===== config.mk =====
export PLATFORM = sky130hd
export DESIGN_NAME = rs232_tx_arbiter
export DESIGN_NICKNAME = d
export VERILOG_FILES = /design/src/rtl/rs232_tx_arbiter.sv
export SDC_FILE = /design/constraint.sdc
export NUM_CORES = 1
export LEC_CHECK = 0
export CAP_MARGIN = 25
export CORE_AREA = 5 5 82 84
export DETAILED_ROUTE_END_ITERATION = 7
export DIE_AREA = 0 0 87 89
export HOLD_SLACK_MARGIN = 0.1
export PLACE_DENSITY_LB_ADDON = 0.15
export SLEW_MARGIN = 5
export SYNTH_ARGS = -nofsm -noshare
export SYNTH_HDL_FRONTEND = slang
export SYNTH_SLANG_ARGS = --single-unit

===== constraint.sdc =====
create_clock -name clk -period 6.1 [get_ports clk]
set_input_delay 1.22 -clock clk [delete_from_list [all_inputs] [get_ports clk]]
set_output_delay 1.22 -clock clk [all_outputs]
set_load 0.005 [all_outputs]

===== src/rtl/rs232_tx_arbiter.sv =====
// rs232_tx_arbiter: round-robin sharing of one quick_rs232 transmitter among byte-stream requesters
module rs232_tx_arbiter #(
  parameter int NUM_REQ = 4,
  parameter int DATA_WIDTH = 8,
  parameter int MAX_FRAME_LEN = 64,
  parameter int TIMEOUT_TICKS = 50000
) (
  input  logic                          clk,
  input  logic                          rst,
  input  logic [NUM_REQ-1:0]            req_valid,
  input  logic [NUM_REQ*DATA_WIDTH-1:0] req_data,
  input  logic [NUM_REQ-1:0]            req_last,
  output logic [NUM_REQ-1:0]            req_ack,
  output logic [NUM_REQ-1:0]            grant,
  output logic                          tx_transaction,
  output logic [DATA_WIDTH-1:0]         tx_data,
  output logic                          tx_data_ready,
  input  logic                          tx_data_copied,
  input  logic                          tx_busy,
  output logic                          timeout_err
);
  localparam int ow = $clog2(NUM_REQ);
  localparam int cw = $clog2(MAX_FRAME_LEN + 1);
  localparam int tw = $clog2(TIMEOUT_TICKS);
  localparam logic [cw-1:0] cnt_max = cw'(MAX_FRAME_LEN);
  localparam logic [tw-1:0] tmr_max = tw'(TIMEOUT_TICKS - 1);
  localparam logic [NUM_REQ-1:0] one = NUM_REQ'(1);
  typedef enum logic [1:0] {IDLE, LOAD, WAIT_COPY, CLOSE} state_t;
  state_t state;
  logic [ow-1:0] owner, last_owner, pick, idx;
  logic [cw-1:0] byte_cnt;
  logic [tw-1:0] tmr;
  logic last_flag;
  logic [DATA_WIDTH-1:0] slices [NUM_REQ];
  for (genvar g = 0; g < NUM_REQ; g++) begin : g_slice
    assign slices[g] = req_data[g*DATA_WIDTH +: DATA_WIDTH];
  end
  // round-robin search from the requester after the previous owner; the nearest one wins
  always_comb begin
    pick = last_owner;
    idx = last_owner;
    for (int i = NUM_REQ; i >= 1; i--) begin
      idx = ow'((int'(last_owner) + i) % NUM_REQ);
      pick = req_valid[idx] ? idx : pick;
    end
  end
  // frame sequencing: grant, byte handshake with timeout, close after the serializer drains
  always_ff @(posedge clk or posedge rst) begin
    if (rst) begin
      state <= IDLE;
      owner <= '0;
      last_owner <= ow'(NUM_REQ - 1);
      byte_cnt <= '0;
      tmr <= '0;
      last_flag <= 1'b0;
      req_ack <= '0;
      grant <= '0;
      tx_transaction <= 1'b0;
      tx_data <= '0;
      tx_data_ready <= 1'b0;
      timeout_err <= 1'b0;
    end else begin
      req_ack <= '0;
      timeout_err <= 1'b0;
      case (state)
        IDLE: if (|req_valid) begin
          owner <= pick;
          grant <= one << pick;
          tx_transaction <= 1'b1;
          byte_cnt <= '0;
          state <= LOAD;
        end
        LOAD: if (req_valid[owner]) begin
          tx_data <= slices[owner];
          tx_data_ready <= 1'b1;
          req_ack <= one << owner;
          last_flag <= req_last[owner];
          byte_cnt <= byte_cnt + 1'b1;
          tmr <= '0;
          state <= WAIT_COPY;
        end
        WAIT_COPY: if (tx_data_copied) begin
          tx_data_ready <= 1'b0;
          state <= (last_flag || byte_cnt == cnt_max) ? CLOSE : LOAD;
        end else if (tmr == tmr_max) begin
          tx_data_ready <= 1'b0;
          timeout_err <= 1'b1;
          state <= CLOSE;
        end else begin
          tmr <= tmr + 1'b1;
        end
        CLOSE: if (!tx_busy) begin
          tx_transaction <= 1'b0;
          grant <= '0;
          last_owner <= owner;
          state <= IDLE;
        end
        default: state <= IDLE;
      endcase
    end
  end
endmodule

Yosys cells after proc, flatten, opt, wreduce, memory -nomap -nowiden
Cells that the tools add are included.

Input bits: 44. Word-level logic and storage cells: 101. Output and inout port bits: 19. Register bits: 49.

Reductions and logical operators: 14. Muxes and demuxes: 48. $add $sub $neg: 6. Bitwise logic cells: 2. Eq/ne operators: 11. Shift-type cells: 2. Magnitude comparators: 6.

Operators with widths (number): 2-to-1 mux 16 bit (3); one-hot mux 16 bit (2 select lines) (1); 2-to-1 mux 2 bit (10); adder 16 x 1 -> 16 bit (second input constant) (1); binary-select mux 8 bit (select 2 bit) (1); equality test 16 bit (second input constant) (1); 2-to-1 mux 4 bit (4); 2-to-1 mux 8 bit (2); < comparator 2 x 3 -> 1 bit (second input constant) (5); 2-to-1 mux 1 bit (14); 2-to-1 mux 7 bit (2); one-hot mux 7 bit (2 select lines) (1); binary-select mux 1 bit (select 2 bit) (6); inequality test 2 bit (second input constant) (5); AND reduction 3 bit (3); one-hot mux 2 bit (4 select lines) (1); one-hot mux 4 bit (2 select lines) (1); AND reduction 4 bit (2); << shifter 1 x 2 -> 4 bit (first input constant) (2); adder 7 x 1 -> 7 bit (second input constant) (1); equality test 7 bit (second input constant) (1); AND reduction 2 bit (3); nonzero test 2 bit (3); adder 2 x 1 -> 2 bit (second input constant) (2); 11 further kinds (14).

Longest topological paths before layout
Word-level depth: 10. Gate-level depth with buffers: 8.

Worst setup path after synthesis
No wires, ideal clock.

Path type: input-to-reg. From: input tx_data_copied. To: register tmr[13]. Buffers on the path: 2. Arrival: 2.796 ns. Stages: 6. Setup slack: 3.226 ns. Library setup time: 0.078 ns. Path through: or3b_1 buf_2 or4_1 buf_2 or3_1 a21oi_1.

Cells in the longest elaborated chain, start to end: 2.

Ends and longest elaborated chain: from (decl) (line 18) `input logic tx_data_copied,`; inequality test 2 bit (no line); AND reduction 4 bit (no line); to (signal assigned) (line 90) `tmr <= tmr + 1'b1;`; to (decl) (line 32) `logic [tw-1:0] tmr;`.

No other way between the ends. A chain may end at the register's enable or synchronous reset.

Worst setup path after layout
From: input req_valid[3]. To: register tmr[6].

Cells in the longest elaborated chain, start to end: 4.

Ends and longest elaborated chain: from (decl) (line 10) `input logic [NUM_REQ-1:0] req_valid,`; binary-select mux 1 bit (select 2 bit) (line 73) `LOAD: if (req_valid[owner]) begin`; 2-to-1 mux 1 bit (not written as such) (line 73); inequality test 2 bit (no line); AND reduction 4 bit (no line).

No other way between the ends. The select of a mux whose other input is x is not followed.

==> metrics.txt <==
# TYPE chip_impl_metric gauge
chip_impl_metric{name="drive_gt1_share",unit="%"} 10.1
chip_impl_metric{name="dp_hpwl",unit="um"} 4580
chip_impl_info{name="yosysTopAreaCell",value="dfrtp_1"} 1
chip_impl_metric{name="synth_enable_flop_cells",unit=""} 0
chip_impl_metric{name="finalCritPeriodShare",unit="%"} 50.7
chip_impl_metric{name="drt-total-wl",unit="um"} 6180
chip_impl_metric{name="total_leakage_power",unit="nW"} 1.40
chip_impl_metric{name="syn_nets",unit=""} 307
chip_impl_metric{name="seq_area",unit="um2"} 1230
chip_impl_metric{name="setup-violations-final",unit=""} 0
chip_impl_info{name="final_common_cell",value="clkdlybuf4s50_1"} 1
chip_impl_info{name="rsz0062_at_grt",value="no"} 1
chip_impl_metric{name="initial_core_util",unit="%"} 44.3
chip_impl_metric{name="multiInputGateArea",unit="um2"} 1260
chip_impl_metric{name="area_growth_syn_to_layout",unit="%"} 30.3
chip_impl_metric{name="detail-route-antenna-nets",unit=""} 0
chip_impl_metric{name="gr-usage-met1",unit="%"} 21.1
chip_impl_metric{name="cts_htree_levels",unit=""} 2
chip_impl_metric{name="fin_tns_setup",unit="ns"} 0
chip_impl_metric{name="critPathMaxStageDelay",unit="ns"} 0.61
chip_impl_metric{name="cts.reportedPaths.clkPinSlew",unit="ns"} 0.09
chip_impl_info{name="synthTopCellsByArea",value="dfrtp_1 45%, mux4_2 8.7%, nand2_1 5.8%"} 1
chip_impl_metric{name="final.fill_count",unit=""} 518
chip_impl_metric{name="dieWidth",unit="um"} 87
chip_impl_metric{name="ys_ff_latch",unit=""} 49
chip_impl_metric{name="routabilityCongestion",unit=""} 0.803
chip_impl_info{name="worst_hold_path_type",value="reg -> reg"} 1
chip_impl_metric{name="clock_insertion_delay_worst_skew",unit="ns"} 0.31
chip_impl_metric{name="grt_first_pass_wirelength",unit="um"} 10000
chip_impl_metric{name="worst_ep_arrival_time",unit="ns"} 3.34
chip_impl_metric{name="sequential_share_of_the_synthesized_area",unit="%"} 47.4
chip_impl_metric{name="timing.hold.ws",unit="ns"} 0.485
chip_impl_metric{name="syn-cell-area",unit="um2"} 2590
chip_impl_metric{name="grt_pass1_vias",unit=""} 2091
chip_impl_metric{name="number_of_max_capacitance_violations_reported",unit=""} 0
chip_impl_info{name="critPathCaptureType",value="flip-flop"} 1
chip_impl_metric{name="fp.dieArea",unit="um2"} 7740
chip_impl_metric{name="insertedDiodeCount",unit=""} 0
chip_impl_metric{name="post_cts_resize_count",unit=""} 0
chip_impl_metric{name="synthArstFlopShare",unit="%"} 100
chip_impl_metric{name="pin_count_of_the_biggest_net_entering_global_routing",unit=""} 50
chip_impl_info{name="cts.root.buffer_cell",value="clkbuf_8"} 1
chip_impl_metric{name="nNetsFinal",unit=""} 364
chip_impl_metric{name="synthesis.yosys.warnings",unit=""} 0
chip_impl_metric{name="drcViolationCount",unit=""} 0
chip_impl_metric{name="routed-via-count",unit=""} 2133
chip_impl_metric{name="post_cts_hold_buffer_count",unit=""} 0
chip_impl_info{name="timing.critical_path.slowest_stage_cell",value="mux4_2"} 1
chip_impl_metric{name="power_density",unit="nW/um2"} 352
chip_impl_metric{name="grt.met2_usage",unit="%"} 27.9
chip_impl_metric{name="grt_util_met3",unit="%"} 3.23
chip_impl_metric{name="drt-vias-per-instance",unit=""} 5.43
chip_impl_metric{name="postSynthCellCount",unit=""} 260
chip_impl_metric{name="period_minus_slack",unit="ns"} 3.09
chip_impl_metric{name="yosys.area.top_type_share",unit="%"} 45.4
chip_impl_metric{name="cts-buffers-inserted",unit=""} 5
chip_impl_metric{name="ios",unit=""} 63
chip_impl_info{name="cp_cell_sequence",value="clkdlybuf4s50_1 > mux4_2 > and2_0 > buf_4 > or4_1 > nand2_1"} 1
chip_impl_metric{name="cts_sinks",unit=""} 49
chip_impl_metric{name="groute.usage.overall",unit="%"} 16.3
chip_impl_metric{name="buffers_inserted_during_post_cts_setup_optimization",unit=""} 0
chip_impl_info{name="critical_path_class",value="in -> reg"} 1
chip_impl_info{name="cts_tree",value="built"} 1
chip_impl_metric{name="ir_worst_vdd",unit="V"} 0.000299
chip_impl_info{name="start_kind",value="primary input"} 1
chip_impl_info{name="grt-busiest-layer",value="met2"} 1
chip_impl_metric{name="critical_path.max_fanout",unit=""} 23
chip_impl_metric{name="grt-ovfl-total",unit=""} 0
chip_impl_metric{name="timing_max_transition_violations_final",unit=""} 0
chip_impl_metric{name="buffer_ports.inserted",unit=""} 62
chip_impl_metric{name="routed_wire_length_per_instance",unit="um"} 15.7
chip_impl_metric{name="timing.critical_path.required",unit="ns"} 6.35
chip_impl_metric{name="drt_pre_antenna_iters",unit=""} 6
chip_impl_metric{name="average_size_of_a_mapped_cell",unit="um2"} 9.97
chip_impl_metric{name="max_clock_freq",unit="MHz"} 323
chip_impl_info{name="synth_top_flop_cell",value="dfrtp_1"} 1
chip_impl_info{name="mostFrequentLayoutCells",value="62 x clkdlybuf4s50_1, 47 x dfrtp_1, 40 x nand2_1"} 1
chip_impl_metric{name="finClkSkew",unit="ns"} 0.0149
chip_impl_info{name="status",value="completed"} 1
chip_impl_metric{name="timing.final.hold_violations",unit=""} 0
chip_impl_metric{name="placement_rows",unit=""} 28
chip_impl_metric{name="worst-slew-pin-transition",unit="ns"} 0.744
chip_impl_metric{name="timing.slew.headroom",unit="%"} 50.4
chip_impl_metric{name="synth_cell_type_count",unit=""} 47
chip_impl_metric{name="core_region_area",unit="um2"} 5850
chip_impl_metric{name="antenna_found_initial",unit=""} 0
chip_impl_metric{name="clock_tree.buffer_depth",unit=""} 2
chip_impl_metric{name="first_iter_violations",unit=""} 96
chip_impl_metric{name="die_h",unit="um"} 89
## layout make-up
type                            count  share of cell area, %
Multi-Input combinational cell    184                   37.2
Sequential cell                    49                   36.4
Timing Repair Buffer               66                   19.6
Tap cell                           75                   2.78
Clock buffer                        5                   2.04
Inverter                           11                   1.22
Clock inverter                      3                  0.778
## worst max-delay path: cells and delay by family
family | cells | cell delay, ns
multiplexers | 1 | 0.61
buffers and inverters | 2 | 0.72
AND/OR/NAND/NOR | 3 | 0.79
## registers in the layout (all words and copies together) (netlist names)
register and cells:
last_flag 1, tmr 16, last_owner 2, req_ack 4, timeout_err 1, tx_transaction 1, state 2, owner 2
tx_data_ready 1, byte_cnt 7, tx_data 8, grant 4
## cell usage after synthesis (6+ instances only)
| library cell | count |
|---|---|
| o21ai_0 | 11 |
| nor2_1 | 17 |
| nand3_1 | 10 |
| a21oi_1 | 9 |
| xor2_1 | 6 |
| mux4_2 | 10 |
| nand2_1 | 40 |
| inv_1 | 11 |
| clkbuf_1 | 12 |
| dfrtp_1 | 47 |
| nor4_1 | 6 |
| nand4_1 | 9 |
## through the flow
stage                     std cells  utilization, %  instance area [um2]  power, mW  setup slack, ns
after detailed placement        383            55.7                 3260      0.998             2.71
after CTS                       391            57.3                 3350       1.20             3.03
after global routing            393            57.7                 3380       1.28             2.96
final                           393            57.7                 3380       1.19             3.01
after floorplan                 260               -                 2590      0.798             3.23
after global placement          383            55.7                 3260      0.990             2.73
## worst paths after layout
kind,from,end,slack [ns],cells past startpoint
setup / recovery,req_valid[3],tmr[6],3.01,6
hold / removal,tx_data[6],tx_data[6],0.49,2
setup reg to reg,owner[1],tmr[6],3.59,5
hold reg to reg,tx_data[6],tx_data[6],0.49,2
max in group asynchronous,rst,last_owner[0],4.37,3
min in group asynchronous,rst,tmr[14],1.16,2
## metal layers
layer,share of wire [%],wire length (um)
met5,0,0
met4,0.70,43
met3,3.5,216
met2,53,3280
met1,43,2640
## power by group
part           leakage [nW]  internal (mW)  switching, mW
Combinational         0.721          0.258          0.221
Clock                0.0423         0.0835          0.117
Sequential            0.639          0.409          0.101
Total                  1.40          0.751          0.439
## cells by family (layout without fill, tap and decap cells)
| kind of cell | count (synthesis) | in the layout | share of synthesized area, % |
|---|---|---|---|
| AO/OA/AOI/OAI | 40 | 40 | 10.2 |
| XOR/XNOR | 10 | 10 | 3.38 |
| adder cells (fa/ha/maj) | 3 | 3 | 1.45 |
| buffers and inverters | 27 | 85 | 4.06 |
| flip-flops | 49 | 49 | 47.4 |
| multiplexers | 13 | 13 | 9.95 |
| AND/OR/NAND/NOR | 118 | 118 | 23.5 |
(Power assumes the default switching activity.)
